`config.mk`:
```
export PLATFORM = sky130hd
export DESIGN_NAME = comparador_search_ctrl_flat
export DESIGN_NICKNAME = d
export VERILOG_FILES = /design/src/rtl/comparador_search_ctrl_if.sv /design/src/rtl/comparador_search_ctrl.sv /design/src/flat_wrapper.sv
export SDC_FILE = /design/constraint.sdc
export NUM_CORES = 1
export LEC_CHECK = 0
export CAP_MARGIN = 20
export CORE_AREA = 2 2 79 81
export CTS_CLUSTER_SIZE = 30
export DETAILED_ROUTE_END_ITERATION = 7
export DIE_AREA = 0 0 81 83
export PLACE_DENSITY = 0.79
export SKIP_LAST_GASP = 1
export SLEW_MARGIN = 15
export SYNTH_ARGS = -nofsm -noshare
export SYNTH_HDL_FRONTEND = slang
export SYNTH_SLANG_ARGS = --single-unit
```
`constraint.sdc`:
```
create_clock -name clk_in -period 5.79 [get_ports clk_in]
set_clock_uncertainty 0.1 [all_clocks]
set_input_delay 0.8685 -clock clk_in [delete_from_list [all_inputs] [get_ports clk_in]]
set_output_delay 0.8685 -clock clk_in [all_outputs]
set_load 0.1 [all_outputs]
```
`src/rtl/comparador_search_ctrl_if.sv`:
```
// Start/flag/result bundle between the successive-approximation search controller
// and its environment (the comparator plus whoever requests searches).
interface comparador_search_ctrl_if #(
  parameter int N = 8
);
  localparam int SW = $clog2(N + 2);

  logic          start_in;
  logic          gt_in;
  logic          lt_in;
  logic          eq_in;
  logic [N-1:0]  guess_out;
  logic          busy_out;
  logic          done_out;
  logic [N-1:0]  result_out;
  logic [SW-1:0] steps_out;
  logic          error_out;

  modport master (
    output start_in, gt_in, lt_in, eq_in,
    input  guess_out, busy_out, done_out, result_out, steps_out, error_out
  );

  modport slave (
    input  start_in, gt_in, lt_in, eq_in,
    output guess_out, busy_out, done_out, result_out, steps_out, error_out
  );
endinterface

```
`src/rtl/comparador_search_ctrl.sv`:
```
// Binary search for the comparator's a operand: one comparison per SETTLE_CYC cycles,
// done pulses k*SETTLE_CYC cycles after start; start is ignored unless idle.
module comparador_search_ctrl #(
  parameter int N          = 8,
  parameter int SETTLE_CYC = 1
) (
  input  logic                    clk_in,
  input  logic                    rst_in,
  comparador_search_ctrl_if.slave bus
);
  localparam int SW = $clog2(N + 2);
  localparam int CW = (SETTLE_CYC > 1) ? $clog2(SETTLE_CYC) : 1;

  localparam logic [1:0] S_IDLE = 2'd0;
  localparam logic [1:0] S_WAIT = 2'd1;
  localparam logic [1:0] S_DONE = 2'd2;

  localparam logic [N:0]    HI_INIT    = {1'b0, {N{1'b1}}};
  localparam logic [N:0]    ONE_W      = 1;
  localparam logic [N-1:0]  GUESS_INIT = {1'b0, {(N-1){1'b1}}};
  localparam logic [CW-1:0] CNT_INIT   = CW'(SETTLE_CYC - 1);
  localparam logic [CW-1:0] CNT_ONE    = 1;
  localparam logic [SW-1:0] STEP_ONE   = 1;

  logic [1:0]    r_state;
  logic [N:0]    r_lo;
  logic [N:0]    r_hi;
  logic [N-1:0]  r_guess;
  logic [N-1:0]  r_result;
  logic [SW-1:0] r_steps;
  logic [SW-1:0] r_steps_out;
  logic [CW-1:0] r_cnt;
  logic          r_busy;
  logic          r_done;
  logic          r_error;

  logic [2:0]    w_flags;
  logic          w_gt_only;
  logic          w_lt_only;
  logic          w_eq_only;
  logic [N:0]    w_guess_ext;
  logic [N:0]    w_lo_gt;
  logic [N:0]    w_hi_lt;
  logic [N:0]    w_new_lo;
  logic [N:0]    w_new_hi;
  logic          w_empty;
  logic [N-1:0]  w_next_guess;
  logic [SW-1:0] w_steps_inc;

  assign w_flags     = {bus.gt_in, bus.lt_in, bus.eq_in};
  assign w_gt_only   = (w_flags == 3'b100);
  assign w_lt_only   = (w_flags == 3'b010);
  assign w_eq_only   = (w_flags == 3'b001);
  assign w_guess_ext = {1'b0, r_guess};
  assign w_lo_gt     = w_guess_ext + ONE_W;
  assign w_hi_lt     = w_guess_ext - ONE_W;
  assign w_new_lo    = w_gt_only ? w_lo_gt : r_lo;
  assign w_new_hi    = w_lt_only ? w_hi_lt : r_hi;

  // guess-1 wraps when guess==0, so the lt case tests lo>=guess instead of lo>guess-1
  assign w_empty = w_gt_only ? (w_lo_gt > r_hi) :
                   w_lt_only ? (r_lo >= w_guess_ext) : 1'b0;

  assign w_next_guess = N'(w_new_lo + ((w_new_hi - w_new_lo) >> 1));
  assign w_steps_inc  = r_steps + STEP_ONE;

  always_ff @(posedge clk_in) begin
    if (rst_in) begin
      r_state     <= S_IDLE;
      r_lo        <= '0;
      r_hi        <= HI_INIT;
      r_guess     <= '0;
      r_result    <= '0;
      r_steps     <= '0;
      r_steps_out <= '0;
      r_cnt       <= '0;
      r_busy      <= 1'b0;
      r_done      <= 1'b0;
      r_error     <= 1'b0;
    end else begin
      r_done <= 1'b0;
      case (r_state)
        S_IDLE: begin
          if (bus.start_in) begin
            r_lo     <= '0;
            r_hi     <= HI_INIT;
            r_guess  <= GUESS_INIT;
            r_steps  <= '0;
            r_error  <= 1'b0;
            r_result <= '0;
            r_busy   <= 1'b1;
            r_cnt    <= CNT_INIT;
            r_state  <= S_WAIT;
          end
        end
        S_WAIT: begin
          if (r_cnt != '0) begin
            r_cnt <= r_cnt - CNT_ONE;
          end else begin
            r_steps <= w_steps_inc;
            if ((w_gt_only || w_lt_only) && !w_empty) begin
              r_lo    <= w_new_lo;
              r_hi    <= w_new_hi;
              r_guess <= w_next_guess;
              r_cnt   <= CNT_INIT;
            end else begin
              // eq, empty range and invalid flag patterns all terminate here
              r_error     <= !w_eq_only;
              r_result    <= r_guess;
              r_steps_out <= w_steps_inc;
              r_busy      <= 1'b0;
              r_done      <= 1'b1;
              r_state     <= S_DONE;
            end
          end
        end
        S_DONE:  r_state <= S_IDLE;
        default: r_state <= S_IDLE;
      endcase
    end
  end

  assign bus.guess_out  = r_guess;
  assign bus.busy_out   = r_busy;
  assign bus.done_out   = r_done;
  assign bus.result_out = r_result;
  assign bus.steps_out  = r_steps_out;
  assign bus.error_out  = r_error;
endmodule

```
`src/flat_wrapper.sv`:
```
// flat-port wrapper written by rule: the top's interface ports become plain ports
module comparador_search_ctrl_flat 
#(
  parameter int N          = 8,
  parameter int SETTLE_CYC = 1
)
  (clk_in, rst_in, bus_start_in, bus_gt_in, bus_lt_in, bus_eq_in, bus_guess_out, bus_busy_out, bus_done_out, bus_result_out, bus_steps_out, bus_error_out);
  comparador_search_ctrl_if #(.N(N)) bus_i ();
  input  logic clk_in;
  input  logic rst_in;
  input wire logic [$bits(bus_i.start_in)-1:0] bus_start_in;
  input wire logic [$bits(bus_i.gt_in)-1:0] bus_gt_in;
  input wire logic [$bits(bus_i.lt_in)-1:0] bus_lt_in;
  input wire logic [$bits(bus_i.eq_in)-1:0] bus_eq_in;
  output wire logic [$bits(bus_i.guess_out)-1:0] bus_guess_out;
  output wire logic [$bits(bus_i.busy_out)-1:0] bus_busy_out;
  output wire logic [$bits(bus_i.done_out)-1:0] bus_done_out;
  output wire logic [$bits(bus_i.result_out)-1:0] bus_result_out;
  output wire logic [$bits(bus_i.steps_out)-1:0] bus_steps_out;
  output wire logic [$bits(bus_i.error_out)-1:0] bus_error_out;
  assign bus_i.start_in = bus_start_in;
  assign bus_i.gt_in = bus_gt_in;
  assign bus_i.lt_in = bus_lt_in;
  assign bus_i.eq_in = bus_eq_in;
  assign bus_guess_out = bus_i.guess_out;
  assign bus_busy_out = bus_i.busy_out;
  assign bus_done_out = bus_i.done_out;
  assign bus_result_out = bus_i.result_out;
  assign bus_steps_out = bus_i.steps_out;
  assign bus_error_out = bus_i.error_out;
  comparador_search_ctrl #(.N(N), .SETTLE_CYC(SETTLE_CYC)) u_core (.clk_in(clk_in), .rst_in(rst_in), .bus(bus_i));
endmodule
```
==> results_dict.tcl, run 1 <==
set metrics [dict create \
    cpMaxStageDelayCell "clkdlybuf4s50_1" \
    grt_pass1_vias 2995 \
    syn_avg_cell_area_um2 8.17 \
    final_antenna_net_count 0 \
    cp.required_ns 5.91 \
    ys_ff_latch 47 \
    hold_depth 1 \
    slew_viol_final 0 \
    ys_warn_count 0 \
    crit_arrival_ns 5.28 \
    max_stage_delay_ns 0.59 \
    port_buffers 28 \
    synth-main-ff-cell "dfxtp_1" \
    grt_max_degree 27 \
    fmax_ghz 0.194 \
    dieHeight_um 83 \
    placed_area_um2 3650 \
    maxSlewHeadroom_pct 34.3 \
    pwr-share-clk_pct 29.2 \
    cts-root-buf "clkbuf_8" \
    reg2reg_depth 16 \
    seq_area_frac_synth_pct 28.3 \
    clk_latency_ns 0.31 \
    syn-instance-count 407 \
    dpl.hpwl_um 6340 \
    clock_sinks 47 \
    io_pins 29 \
    synthDistinctLibCells 58 \
    antenna_found_initial 0 \
    drc 0 \
    p_int_mw 0.552 \
    cts_hold_buf 0 \
    place.gp.congestion 0.903 \
    synth_nets 446 \
    antenna_cells 0 \
    p_switching_mw 0.322 \
    setup_tns_ns 0 \
    r2r_start "u_core.bus.guess_out[0]" \
    design_area_um2 3780 \
    cp-start-kind "primary input" \
    synth_top_area_share_pct 28.3 \
    r2r_slack_ns 1.08 \
    cellPowerDensity_nw_per_um2 231 \
    layout.nets 468 \
    cts_inserted_buffers 5 \
    worst_slew_pin_slew_ns 0.982 \
    die_area_um2 6720 \
    p_leak_nw 1.60 \
    grt_pass1_wl_um 14400 \
    setup.worst_path.end_class "flop" \
    whs_ns 0.381 \
    min-delay-start "u_core.bus.result_out[7]" \
    rsz0062_at_grt "no" \
    setup_viol 0 \
    area_growth_pct 13.7 \
    drv_cap 0 \
    hold_viol_final 0 \
    synthesis.area_um2 3320 \
    max-vdd-ir-drop_mv 0.164 \
    synthArstFlopShare_pct 0 \
    comb_power_share_pct 30.2 \
    crit_fanout 12 \
    path_clk_slew_ns 0.10 \
    tritoncts "built" \
    drive_gt1_share_pct 6.28 \
    fin_crit_sh_pct 89.0 \
    vias 3099 \
    post_cts_buffers 0 \
    crit_type "in -> reg" \
    critical_path.most_common_cell "nand2_1" \
    dr.pass1.iters 6 \
    synth_edf_count 0 \
    core_area_um2 5820 \
    p_sw_share_pct 36.8 \
    final_util_pct 65.0 \
    drt-initial-drc-count 247 \
    hp-class "reg -> reg" \
    crit_chain "clkdlybuf4s50_1, or3b_1, nand2_1, nand2_1, fa_1, xnor2_1, ha_1, a21o_1, a21oi_1, o31ai_1, a22o_1, a221o_1, a41o_1, nor4_2, nand2_1, o221ai_1" \
    start_util_pct 57.2 \
    cts_buffer_depth 2 \
    viasPerCell 6.14 \
    min_period_ns 5.16 \
    status "finished clean" \
    post_cts_resized 0 \
    wire_per_inst_um 17.0 \
    rows 28 \
    synthTopCellsByArea "dfxtp_1 28%, ha_1 12%, xnor2_1 6.3%" \
    routed_wl_um 8600 \
    r2r-end "u_core.bus.guess_out[7]" \
    htree_levels 2 \
    min_to "u_core.bus.result_out[7]" \
    track_usage_pct 26.9 \
    dieWidth_um 81 \
    grt_overflow 0 \
    seqPwrFrac_pct 40.6 \
    synth_largest_area_cell "dfxtp_1" \
    finalPower_mw 0.874 \
]
-- sequential cells by signal (all words and copies together), names as in the netlist --
name and flops:
u_core.r_hi 9, u_core.r_lo 9, u_core.bus.guess_out 8, u_core.bus.result_out 8
u_core.bus.steps_out 4, u_core.r_steps 4, u_core.r_state 2, u_core.bus.busy_out 1
u_core.bus.done_out 1, u_core.bus.error_out 1
-- final cells by class --
| class | count | area (um^2) |
|---|---|---|
| Multi-Input combinational cell | 311 | 2190 |
| Fill cell | 518 | 2040 |
| Sequential cell | 47 | 941 |
| Timing Repair Buffer | 33 | 322 |
| Inverter | 31 | 116 |
| Tap cell | 75 | 93.8 |
| Clock buffer | 5 | 68.8 |
| Clock inverter | 3 | 47.5 |
-- power groups by stage --
| stage | Combinational (mW) | Clock [mW] | Sequential (mW) |
|---|---|---|---|
| after floorplan | 0.142 | 0 | 0.418 |
| after global placement | 0.254 | 0 | 0.361 |
| after detailed placement | 0.261 | 0 | 0.361 |
| after CTS | 0.263 | 0.256 | 0.354 |
| after global routing | 0.286 | 0.271 | 0.357 |
| final | 0.264 | 0.255 | 0.354 |
-- stage by stage --
stage               setup slack (ns)  cells
finish                         0.635    505
global route                   0.307    505
CTS                            0.652    504
detailed placement             0.395    496
global placement               0.594    495
floorplan                      0.949    407
-- worst max-delay path: cells and delay by family --
kind | cells | cell delay (ns)
buf+inv | 1 | 0.59
fa+ha+maj | 2 | 0.79
simple gates | 5 | 1.12
xor+xnor | 1 | 0.31
compound gates | 7 | 1.60
-- cells in the mapped netlist, types with 3 or more instances --
cell      instances
inv_1            30
mux2i_1           4
nand2b_1          4
ha_1             31
dfxtp_1          47
o21ai_1           4
xor2_1            4
and3_1            3
o31ai_1           4
nand3_1          11
o21a_1            6
clkbuf_1         10
xnor2_1          24
a211oi_1          4
a21o_1            9
nor2_1           38
nor3_1            4
buf_2             8
a221oi_1          4
o22ai_1          11
and2_1            3
a22o_1           10
a22oi_1          12
a21oi_1          18
o21ai_0          15
nand2_1          46
nor2b_1           5
-- routing by layer --
metal	vias to the layer above	part of all wire [%]	GRT usage [%]	wire length [um]
met5	-	0	0	0
met4	0	2.3	6.32	197
met3	21	7.1	4.89	607
met2	131	46	43.6	3990
met1	1455	44	36.8	3800
li1	1492	-	-	-
-- cells in the final DEF, fill, tap and decap left out, types with 5 or more instances in the layout --
master / count
clkbuf_8: 5
a21o_1: 9
inv_1: 30
nand3_1: 11
a22o_1: 10
o21a_1: 6
nor2b_1: 5
a21oi_1: 18
clkdlybuf4s50_1: 28
dfxtp_1: 47
a22oi_1: 12
nand2_1: 46
nor2_1: 38
o21ai_0: 15
xnor2_1: 24
ha_1: 31
o22ai_1: 11
-- cells by family after synthesis --
group,share of synthesized area (%)
simple gates,19.0
fa+ha+maj,13.2
compound gates,24.7
mux,1.54
flops,28.3
xor+xnor,7.38
buf+inv,5.83
-- worst max path at each step --
| stage | startpoint | endpoint | slack, ns | cells after the start |
|---|---|---|---|---|
| floorplan | u_core.bus.guess_out[0] | u_core.bus.guess_out[7] | 0.95 | 17 |
| global placement | bus_lt_in | u_core.bus.guess_out[7] | 0.59 | 16 |
| detailed placement | bus_lt_in | u_core.bus.guess_out[7] | 0.39 | 16 |
| CTS | bus_gt_in | u_core.bus.guess_out[7] | 0.65 | 16 |
| global route | bus_gt_in | u_core.bus.guess_out[7] | 0.31 | 16 |
| finish | bus_gt_in | u_core.bus.guess_out[7] | 0.63 | 16 |
(Power assumes the default switching activity.)
==> run 2: changes to the inputs <==
==> constraint.sdc (replaced) <==
create_clock -name clk_in -period 5.79 [get_ports clk_in]
set_clock_uncertainty 0.1 [all_clocks]
set_input_delay 0.579 -clock clk_in [delete_from_list [all_inputs] [get_ports clk_in]]
set_output_delay 0.579 -clock clk_in [all_outputs]
set_load 0.1 [all_outputs]
==> run 2 against run 1 <==
Compared with the run above:
- via count fell by 0.61%
- fmax rose by 7.3%
- flip-flop and latch count did not move
- largest power group unchanged
- non-clock buffer count shrank 2
- cell count is 0.40% lower
- final area shrank 0.40%
- largest cell class unchanged
- highest routed layer unchanged
- sequential power about the same
- critical path depth did not move
- setup slack improved by 0.35 ns
- global-route usage is 0.85 points lower
- critical endpoint unchanged
- first-iteration DRC count is 4.0% lower
==> results_dict.tcl, run 2 (synthesized netlist as in run 1, its figures left out) <==
set metrics [dict create \
    min_to "u_core.bus.result_out[4]" \
    maxSlewHeadroom_pct 25.0 \
    grt_pass1_vias 2955 \
    clock_sinks 47 \
    r2r_slack_ns 1.08 \
    hold_viol_final 0 \
    status "finished clean" \
    drv_cap 0 \
    dieWidth_um 81 \
    min_period_ns 4.81 \
    crit_type "in -> reg" \
    dieHeight_um 83 \
    fin_crit_sh_pct 83.0 \
    worst_slew_pin_slew_ns 1.12 \
    max-vdd-ir-drop_mv 0.138 \
    drc 0 \
    antenna_found_initial 0 \
    track_usage_pct 26.1 \
    dp_worst_setup_slack_ns 0.681 \
    p_switching_mw 0.324 \
    post_cts_resized 0 \
    cp.required_ns 5.92 \
    min-delay-start "u_core.bus.result_out[4]" \
    htree_levels 2 \
    cts_buffer_depth 2 \
    cts_inserted_buffers 5 \
    cts-root-buf "clkbuf_8" \
    area_growth_pct 13.2 \
    design_area_um2 3760 \
    final_antenna_net_count 0 \
    final_util_pct 64.7 \
    rsz0062_at_grt "no" \
    post_cts_buffers 0 \
    hp-class "reg -> reg" \
    die_area_um2 6720 \
    pwr-share-clk_pct 29.2 \
    cpMaxStageDelayCell "clkdlybuf4s50_1" \
    tritoncts "built" \
    antenna_cells 0 \
    grt_max_degree 27 \
    grt_overflow 0 \
    wire_per_inst_um 17.0 \
    crit_chain "clkdlybuf4s50_1, or3b_4, o21ai_0, inv_1, fa_1, xnor2_1, ha_1, a21o_1, a21oi_1, o31ai_1, a22o_1, a221o_1, a41o_1, nor4_2, nand2_1, o221ai_1" \
    drt-initial-drc-count 237 \
    r2r_start "u_core.bus.guess_out[0]" \
    top_regs "u_core.r_hi (9), u_core.r_lo (9)" \
    place.gp.congestion 0.894 \
    viasPerCell 6.12 \
    cpLargestDelayFamily "compound AO/OA/AOI/OAI gates" \
    setup_viol 0 \
    setup_tns_ns 0 \
    layout_commonest_cell "dfxtp_1" \
    path_clk_slew_ns 0.10 \
    cellPowerDensity_nw_per_um2 233 \
    core_area_um2 5820 \
    slew_viol_final 0 \
    path_buf_inv 2 \
    fmax_ghz 0.208 \
    reg2reg_depth 16 \
    routed_wl_um 8560 \
    clk_latency_ns 0.31 \
    rows 28 \
    dpl.hpwl_um 6290 \
    hold_depth 1 \
    io_pins 29 \
    seqPwrFrac_pct 40.5 \
    grt_pass1_wl_um 13900 \
    start_util_pct 57.2 \
    layout.nets 466 \
    p_sw_share_pct 37.0 \
    setup.worst_path.end_class "flop" \
    whs_ns 0.382 \
    drive_gt1_share_pct 5.84 \
    crit_fanout 12 \
    fill_cells 517 \
    vias 3080 \
    cp-start-kind "primary input" \
    p_leak_nw 1.59 \
    final_cell_mix "47 x dfxtp_1, 46 x nand2_1, 38 x nor2_1" \
    cts_hold_buf 0 \
    p_int_mw 0.552 \
    crit_arrival_ns 4.94 \
    comb_power_share_pct 30.3 \
    dr.pass1.iters 4 \
    placed_area_um2 3650 \
    worst_slack_ns 0.983 \
    max_stage_delay_ns 0.55 \
    r2r-end "u_core.bus.guess_out[7]" \
    port_buffers 28 \
]
==> run 2: cell types whose count changed in the layout (fill, tap and decap cells not counted), sizes merged <==
cell	delta
buf	-2
==> run 2: power groups by stage <==
stage | Sequential (mW) | Clock (mW) | Combinational [mW]
after CTS | 0.354 | 0.262 | 0.263
after global routing | 0.357 | 0.275 | 0.283
after detailed placement | 0.362 | 0 | 0.262
after global placement | 0.362 | 0 | 0.254
after floorplan | 0.418 | 0 | 0.142
final | 0.355 | 0.256 | 0.265
==> run 2: area by class of cell <==
class                           instances  area (um^2)  share of cell area [%]
Tap cell                               75         93.8                    2.49
Inverter                               31          116                    3.09
Multi-Input combinational cell        311         2190                    58.2
Timing Repair Buffer                   31          307                    8.14
Clock buffer                            5         68.8                    1.83
Sequential cell                        47          941                    25.0
Clock inverter                          3         47.5                    1.26
==> run 2: worst max-delay path by stage <==
stage	from	end	cells past startpoint
global placement	bus_gt_in	u_core.bus.guess_out[7]	16
global route	bus_lt_in	u_core.bus.guess_out[7]	16
detailed placement	bus_lt_in	u_core.bus.guess_out[7]	16
CTS	bus_lt_in	u_core.bus.guess_out[7]	16
finish	bus_lt_in	u_core.bus.guess_out[7]	16
floorplan	u_core.bus.guess_out[0]	u_core.bus.guess_out[7]	17
==> run 2: per-stage QoR <==
step,instances,total power [mW]
finish,503,0.876
global route,503,0.915
CTS,503,0.880
detailed placement,495,0.623
global placement,494,0.616
floorplan,407,0.560
==> run 2: per-layer routing <==
metal  global-route usage (%)  part of all wire (%)  vias to the layer above
met5                        0                     0                        -
met2                     39.6                    47                      109
met3                     4.57                   6.6                       28
li1                         -                     -                     1490
met4                     12.3                   3.2                        0
met1                     35.4                    43                     1453
==> run 3: changes to the inputs <==
- clock period: 5.79 -> 4.63 ns (I/O delays scaled with it)
==> run 3 against run 2 <==
Compared with the run above:
- setup slack got worse by 0.76 ns
- die area is the same
- critical path depth is 3 higher
- highest routed layer unchanged
- final area grew 2.8%
- utilization is 1.8 points higher
- combinational power is 29% higher
- clock-buffer cell count is the same
- routed wire length is 2.2% higher
- sequential share of layout area down 0.61 points
- flip-flop and latch count unchanged
- power is 26% higher
==> results_dict.tcl, run 3 (synthesized netlist as in run 1, its figures left out) <==
set metrics [dict create \
    dr.pass1.iters 5 \
    track_usage_pct 26.8 \
    critical_path.most_common_cell "nand2_1" \
    port_buffers 28 \
    crit_chain "clkdlybuf4s50_1, nor3b_2, buf_4, nand2_1, nand2_1, inv_1, ha_1, xnor2_1, ha_1, a21o_1, a21oi_1, buf_4, nor2_1, a22o_1, a221o_1, a41o_1, nor4_2, nand2_1, o221ai_1" \
    tritoncts "built" \
    io_pins 29 \
    slew_viol_final 0 \
    vias 3181 \
    cts_buffer_depth 2 \
    setup_viol 0 \
    max-vdd-ir-drop_mv 0.179 \
    antenna_cells 0 \
    drive_gt1_share_pct 9.28 \
    clk_latency_ns 0.31 \
    drc 0 \
    htree_levels 2 \
    dieWidth_um 81 \
    grt_pass1_wl_um 14400 \
    design_area_um2 3870 \
    drv_cap 0 \
    place.gp.congestion 0.870 \
    wire_per_inst_um 16.9 \
    cpLargestDelayFamily "compound AO/OA/AOI/OAI gates" \
    worst_slew_pin_slew_ns 0.981 \
    post_cts_buffers 0 \
    dpl.hpwl_um 6560 \
    grt_busiest_layer "met2" \
    hold_viol_final 0 \
    cts-root-buf "clkbuf_8" \
    status "finished clean" \
    viasPerCell 6.15 \
    cpMaxStageDelayCell "clkdlybuf4s50_1" \
    antenna_found_initial 0 \
    core_area_um2 5820 \
    cp-start-kind "primary input" \
    grt_max_degree 27 \
    crit_arrival_ns 4.53 \
    grtUsageMet1_pct 34.6 \
    finalPower_mw 1.11 \
    cellPowerDensity_nw_per_um2 286 \
    path_clk_slew_ns 0.10 \
    grt_pass1_vias 3118 \
    maxSlewHeadroom_pct 34.4 \
    area_growth_pct 16.3 \
    min_period_ns 4.40 \
    path_buf_inv 4 \
    final_antenna_net_count 0 \
    placed_area_um2 3750 \
    max_stage_delay_ns 0.58 \
    top_regs "u_core.r_hi (9), u_core.r_lo (9)" \
    crit_fanout 8 \
    cts_inserted_buffers 5 \
    dieHeight_um 83 \
    drt-initial-drc-count 321 \
    clock_sinks 47 \
    hp-class "reg -> reg" \
    met3_usage_pct 5.00 \
    grtUsageMet2_pct 44.8 \
    layout.nets 480 \
    fin_crit_sh_pct 95.1 \
    rsz0062_at_grt "no" \
    final_cell_mix "46 x nand2_1, 45 x dfxtp_1, 38 x nor2_1" \
    routed_wl_um 8750 \
    layout_commonest_cell "nand2_1" \
    start_util_pct 57.2 \
    p_leak_nw 1.66 \
    fmax_ghz 0.227 \
    crit_type "in -> reg" \
    die_area_um2 6720 \
    rows 28 \
    setup.worst_path.end_class "flop" \
    grt_overflow 0 \
    cp.required_ns 4.75 \
]
run 3: changes by cell type in the layout (fill, tap and decap cells not counted):
cell     delta
buf_4      +15
buf_6       -1
dfxtp_1     -2
dfxtp_2     +2
o21ai_0     -1
o21ai_1     +1
run 3: layout make-up:
| class | count | area [um^2] |
|---|---|---|
| repair buffers | 45 | 408 |
| clock buffers | 5 | 68.8 |
| well taps | 75 | 93.8 |
| clock inverters | 3 | 47.5 |
| multi-input cells | 311 | 2190 |
| flip-flops and latches | 47 | 943 |
| inverters | 31 | 116 |
| fillers | 503 | 1950 |
run 3: power breakdown:
group	total (mW)	internal, mW	leakage, nW	switching [mW]
clock network	0.321	0.164	0.0587	0.157
registers	0.441	0.419	0.383	0.0220
logic	0.343	0.116	1.21	0.228
run 3: worst paths after layout:
path                            start                        to  slack (ns)  cells past startpoint
min reg2reg  u_core.bus.result_out[2]  u_core.bus.result_out[2]        0.38                      1
max                         bus_gt_in   u_core.bus.guess_out[7]        0.23                     19
max reg2reg   u_core.bus.guess_out[1]   u_core.bus.guess_out[7]        0.43                     17
min          u_core.bus.result_out[2]  u_core.bus.result_out[2]        0.38                      1
run 3: metrics by stage:
| step | std cells | util (%) | setup slack (ns) | setup TNS (ns) | hold WS [ns] |
|---|---|---|---|---|---|
| floorplan | 407 | - | 0.160 | 0 | 0.342 |
| global placement | 509 | 64.5 | 0.0569 | 0 | 0.356 |
| detailed placement | 509 | 64.5 | -0.133 | -0.133 | 0.363 |
| CTS | 517 | 66.5 | 0.171 | 0 | 0.387 |
| global route | 517 | 66.5 | 0.0121 | 0 | 0.401 |
| finish | 517 | 66.5 | 0.226 | 0 | 0.381 |
run 3: metal layers:
layer	wire length [um]	up-vias
li1	-	1514
met1	3720	1491
met2	4130	152
met3	721	24
met4	177	0
met5	0	-
run 3: repair_timing:
item,4_1_cts,5_1_grt
endpoints found under the setup margin,0,1
resized for setup,0,1
hold buffers,0,0
